File: src/rtl/amber_irq_round_robin_sched.sv
// Round-robin interrupt scheduler.
// Picks one pending source at a time, presents it to the core, and tracks
// it through acknowledge and end-of-interrupt. Arbitration starts searching
// just past the last serviced source so every pending source gets its turn.

module amber_irq_round_robin_sched #(
  parameter int N_SRC = 32,
  parameter int VW    = 5
) (
  input  logic             i_clk,
  input  logic             i_rst,
  input  logic [N_SRC-1:0] i_irq_pend,
  input  logic             i_ack,
  input  logic             i_eoi,
  output logic             o_irq,
  output logic [VW-1:0]    o_vector,
  output logic [N_SRC-1:0] o_in_service,
  output logic             o_spurious,
  output logic [15:0]      o_grant_count
);

  typedef enum logic [1:0] {
    IDLE   = 2'd0,
    PEND   = 2'd1,
    ACTIVE = 2'd2
  } stateT;

  // Registered state and datapath
  stateT             r_state;
  logic [VW-1:0]     r_rrPtr;
  logic [VW-1:0]     r_winner;
  logic              r_irq;
  logic [N_SRC-1:0]  r_inService;
  logic              r_spurious;
  logic [15:0]       r_grantCount;

  // Next-state values and helper decodes
  stateT             w_stateNext;
  logic [VW-1:0]     w_rrPtrNext;
  logic [VW-1:0]     w_winnerNext;
  logic [N_SRC-1:0]  w_inServiceNext;
  logic              w_spuriousNext;
  logic [15:0]       w_grantCountNext;

  logic              w_found;
  logic [VW-1:0]     w_searchIdx;
  logic              w_winnerPending;
  logic [VW-1:0]     w_winnerInc;
  logic [N_SRC-1:0]  w_winnerOneHot;

  // The winner's own request line decides between grant, withdrawal and spurious ack
  assign w_winnerPending = i_irq_pend[r_winner];

  // Pointer advance past the winner; explicit wrap keeps non-power-of-two counts in range
  assign w_winnerInc = (r_winner == VW'(N_SRC - 1)) ? '0 : (r_winner + 1'b1);

  // One-hot flag for the source being serviced
  assign w_winnerOneHot = {{(N_SRC-1){1'b0}}, 1'b1} << r_winner;

  // Circular search: first pending source at or above the round-robin pointer, wrapping to 0
  always_comb begin : searchBlk
    logic [VW:0] idx;
    w_found     = 1'b0;
    w_searchIdx = '0;
    idx         = '0;
    for (int k = 0; k < N_SRC; k++) begin
      idx = {1'b0, r_rrPtr} + (VW+1)'(k);
      if (idx >= (VW+1)'(N_SRC)) begin
        idx = idx - (VW+1)'(N_SRC);
      end
      if (!w_found && i_irq_pend[idx[VW-1:0]]) begin
        w_found     = 1'b1;
        w_searchIdx = idx[VW-1:0];
      end
    end
  end

  // Next-state and datapath decisions; only the pulse legal in the current state has any effect
  always_comb begin
    w_stateNext      = r_state;
    w_rrPtrNext      = r_rrPtr;
    w_winnerNext     = r_winner;
    w_inServiceNext  = r_inService;
    w_spuriousNext   = 1'b0;
    w_grantCountNext = r_grantCount;

    unique case (r_state)
      IDLE: begin
        if (w_found) begin
          w_winnerNext = w_searchIdx;
          w_stateNext  = PEND;
        end
      end

      PEND: begin
        if (i_ack) begin
          if (w_winnerPending) begin
            w_stateNext      = ACTIVE;
            w_inServiceNext  = w_winnerOneHot;
            w_grantCountNext = r_grantCount + 16'd1;
          end else begin
            w_stateNext    = IDLE;
            w_spuriousNext = 1'b1;
          end
        end else if (!w_winnerPending) begin
          w_stateNext = IDLE;
        end
      end

      ACTIVE: begin
        if (i_eoi) begin
          w_stateNext     = IDLE;
          w_inServiceNext = '0;
          w_rrPtrNext     = w_winnerInc;
        end
      end

      default: begin
        w_stateNext = IDLE;
      end
    endcase
  end

  // State and datapath registers; reset abandons any transaction outright
  always_ff @(posedge i_clk or posedge i_rst) begin
    if (i_rst) begin
      r_state      <= IDLE;
      r_rrPtr      <= '0;
      r_winner     <= '0;
      r_irq        <= 1'b0;
      r_inService  <= '0;
      r_spurious   <= 1'b0;
      r_grantCount <= '0;
    end else begin
      r_state      <= w_stateNext;
      r_rrPtr      <= w_rrPtrNext;
      r_winner     <= w_winnerNext;
      r_irq        <= (w_stateNext == PEND);
      r_inService  <= w_inServiceNext;
      r_spurious   <= w_spuriousNext;
      r_grantCount <= w_grantCountNext;
    end
  end

  assign o_irq         = r_irq;
  assign o_vector      = r_winner;
  assign o_in_service  = r_inService;
  assign o_spurious    = r_spurious;
  assign o_grant_count = r_grantCount;

endmodule

File: config.mk
export PLATFORM = sky130hd
export DESIGN_NAME = amber_irq_round_robin_sched
export DESIGN_NICKNAME = d
export VERILOG_FILES = /design/src/rtl/amber_irq_round_robin_sched.sv
export SDC_FILE = /design/constraint.sdc
export NUM_CORES = 1
export LEC_CHECK = 0
export CAP_MARGIN = 20
export CORE_MARGIN = 1
export CORE_UTILIZATION = 60
export DETAILED_ROUTE_END_ITERATION = 10
export DONT_BUFFER_PORTS = 1
export PLACE_DENSITY = 0.76
export SLEW_MARGIN = 40
export SYNTH_ARGS = -nofsm -noshare
export SYNTH_HDL_FRONTEND = slang
export SYNTH_SLANG_ARGS = --single-unit
File: constraint.sdc
create_clock -name i_clk -period 11.17 [get_ports i_clk]
set_clock_uncertainty 0.05 [all_clocks]
set_input_delay 0.5585 -clock i_clk [delete_from_list [all_inputs] [get_ports i_clk]]
set_output_delay 0.5585 -clock i_clk [all_outputs]
set_load 0.05 [all_outputs]
==> results.sh <==
export IMPL_yosysUniqueCellTypes=84
export IMPL_totalWireLength_um=30500
export IMPL_antenna_diode_count=0
export IMPL_hpwl_um=22100
export IMPL_maxSlewHeadroom_pct=45.7
export IMPL_synth_main_ff_cell="dfrtp_1"
export IMPL_finalMaxSlewViolations=0
export IMPL_die_area_um2=15500
export IMPL_grt_overflow=0
export IMPL_synth_nets=997
export IMPL_maxClockFrequency_mhz=145
export IMPL_crit_buf_inv=2
export IMPL_rsz0062_at_grt="no"
export IMPL_syn_area_um2=9020
export IMPL_synth_seq_area_share_pct=17.2
export IMPL_vias_per_cell=7.83
export IMPL_place_congestion=1.04
export IMPL_startpoint_type="register"
export IMPL_path_clk_slew_ns=0.05
export IMPL_cts_resized=0
export IMPL_antenna_found_initial=0
export IMPL_path_common_cell="mux4_2"
export IMPL_core_area_um2=14600
export IMPL_slowest_delay_ns=0.88
export IMPL_post_cts_buffers=0
export IMPL_min_period_ns=6.92
export IMPL_synth_edff_count=0
export IMPL_drt_first_pass_iters=6
export IMPL_required_ns=11.33
export IMPL_grt_use_total_pct=39.1
export IMPL_setup_tns_ns=0
export IMPL_drtAntennaViolNets=0
export IMPL_timing_final_hold_violations=0
export IMPL_grt_max_degree=70
export IMPL_drcViolationCount=0
export IMPL_core_rowCount=44
export IMPL_syn_avg_cell_area_um2=9.59
export IMPL_maxCapViolCount=0
export IMPL_period_share_pct=61.9
export IMPL_synthCells=941
export IMPL_cts_buffers=9
export IMPL_cp_max_fo=52
export IMPL_async_reset_ff_share_pct=100
export IMPL_routedWlPerCell_um=27.6
export IMPL_critPathTopFamily="simple AND/OR/NAND/NOR gates"
export IMPL_first_iter_violations=946
export IMPL_crit_path_top_delay_cell="ha_2"
export IMPL_drive_gt1_share_pct=22.7
export IMPL_postCtsHoldBufs=0
export IMPL_synth_seq_cells=62
export IMPL_vias=8637
export IMPL_cts_tree="built"
export IMPL_crit_type="reg2reg"
export IMPL_worst_pin_slew_ns=0.809
export IMPL_initial_core_util_pct=61.8
export IMPL_die_w_um=125
export IMPL_clk_path_buf_depth=2
export IMPL_crit_chain="buf_4 > inv_2 > ha_2 > mux4_2 > mux4_2 > mux2i_2 > nand4_2 > or4_1 > nor3_4 > nand3_4 > o211a_1 > a221o_1 > o211ai_2 > nand2_1"
export IMPL_grt_pass1_wl_um=46800
export IMPL_nFillCells=1146
export IMPL_cts_sinks=62
export IMPL_outcome="complete, no violations"
export IMPL_clock_root_buffer="clkbuf_16"
export IMPL_htree_levels=3
export IMPL_die_y_um=125
export IMPL_io_pins=91
export IMPL_final_net_count=970
export IMPL_yosysWarnings=0
export IMPL_hold_path_class="in2async"
export IMPL_area_growth_pct=5.41
export IMPL_cp_data_arrival_time_ns=7.08
export IMPL_setup_violations=0
export IMPL_io_buffers=0
export IMPL_insertion_delay_ns=0.33
export IMPL_end_kind="register"
export IMPL_grt_pass1_vias=8174
==> metrics by stage <==
stage / utilization [%] / instance area (um^2) / worst slack (ns) / hold WS (ns) / instances
final: 65.2 / 9510 / 4.25 / 0.0864 / 1103
after detailed placement: 63.0 / 9190 / 4.37 / 0.449 / 1087
after global placement: 62.6 / 9140 / 3.89 / 0.444 / 1087
after CTS: 65.1 / 9500 / 4.33 / 0.102 / 1103
after floorplan: - / 9020 / 5.69 / 0.434 / 941
after global routing: 65.2 / 9510 / 3.78 / 0.117 / 1103
==> sequential cells by signal, indices dropped and copies added, names as in the netlist <==
signal / cells
o_in_service: 32
o_grant_count: 16
o_vector: 5
r_rrPtr: 5
r_state: 2
o_irq: 1
o_spurious: 1
==> final cells by class <==
class / instances / area (um^2) / share of cell area (%)
sequential: 62 / 1560 / 16.4
clock buffer: 14 / 294 / 3.09
multi-input combinational: 789 / 7140 / 75.1
tap: 184 / 230 / 2.42
clock inverter: 2 / 12.5 / 0.132
inverter: 31 / 116 / 1.22
timing repair buffer: 21 / 161 / 1.70
==> layout by cell type (no fill, tap or decap), types with 10 or more instances in the layout <==
cell type	n
o21ai_1	10
nor2_1	40
nand2b_1	12
ha_1	18
o31ai_1	37
xnor2_1	30
inv_1	24
buf_4	20
dfrtp_1	60
a21oi_1	38
o211ai_1	11
nand3_1	25
mux2_2	29
mux2i_1	62
mux4_2	104
a211oi_1	12
nor3_1	11
nand2_1	127
o21ai_0	39
a31oi_1	12
o22ai_1	10
==> cell families (layout without fill, tap and decap cells) <==
logic type      after synthesis  after routing  share of synthesized area [%]
xor+xnor                     46             46                           4.63
flops                        62             62                           17.2
mux                         198            198                           37.0
buf+inv                      90             68                           4.51
fa+ha+maj                    20             20                           2.77
simple gates                292            292                           16.4
compound gates              233            233                           17.5
==> final timing paths <==
| kind | start | end | slack (ns) | cells after the start |
|---|---|---|---|---|
| setup / recovery | r_rrPtr[0] | o_vector[3] | 4.25 | 14 |
| hold / removal | i_rst | o_spurious | 0.09 | 1 |
| setup reg to reg | r_rrPtr[0] | o_vector[3] | 4.25 | 14 |
| hold reg to reg | r_rrPtr[4] | r_rrPtr[4] | 0.48 | 1 |
| max in group asynchronous | i_rst | r_rrPtr[1] | 10.08 | 2 |
| min in group i_clk | i_eoi | r_state[1] | 0.29 | 1 |
==> Yosys cell counts (5+ instances only) <==
cell type  count  share of area, %
a2111oi_0      5              0.49
a211oi_1      12               1.0
a21boi_0       6              0.50
a21o_1         5              0.42
a21oi_1       39               2.2
a221o_1        5              0.55
a31oi_1       12              0.83
and3_1         6              0.42
buf_1          6              0.25
buf_2         13              0.72
buf_6          5              0.62
clkbuf_1      31               1.3
dfrtp_1       62                17
ha_1          20               2.8
inv_1         25               1.0
inv_2          5              0.21
mux2_2        29               3.6
mux2i_1       63               7.0
mux4_2       104                26
nand2_1      127               5.3
nand2b_1      12              0.83
nand3_1       25               1.4
nand4_1        9              0.62
nand4b_1       5              0.49
nor2_1        40               1.7
nor2b_1        6              0.42
nor3_1        11              0.61
nor4_1         7              0.49
o211ai_1      11              0.92
o21ai_0       39               2.2
o21ai_1       10              0.55
o22ai_1       10              0.69
o31ai_1       37               3.1
or2_2          6              0.42
or3_1          7              0.49
or4_1          5              0.42
xnor2_1       33               3.2
xor2_1        11               1.1
==> metal layers <==
layer	up-vias	GRT usage [%]	share of wire [%]
li1	3661	-	-
met1	4208	53.6	38
met2	638	57.9	43
met3	130	9.24	12
met4	0	20.1	5.9
met5	-	0	0
Power is not shown: default switching activity piles up to over one toggle a cycle in this logic, so the estimate is an artifact.
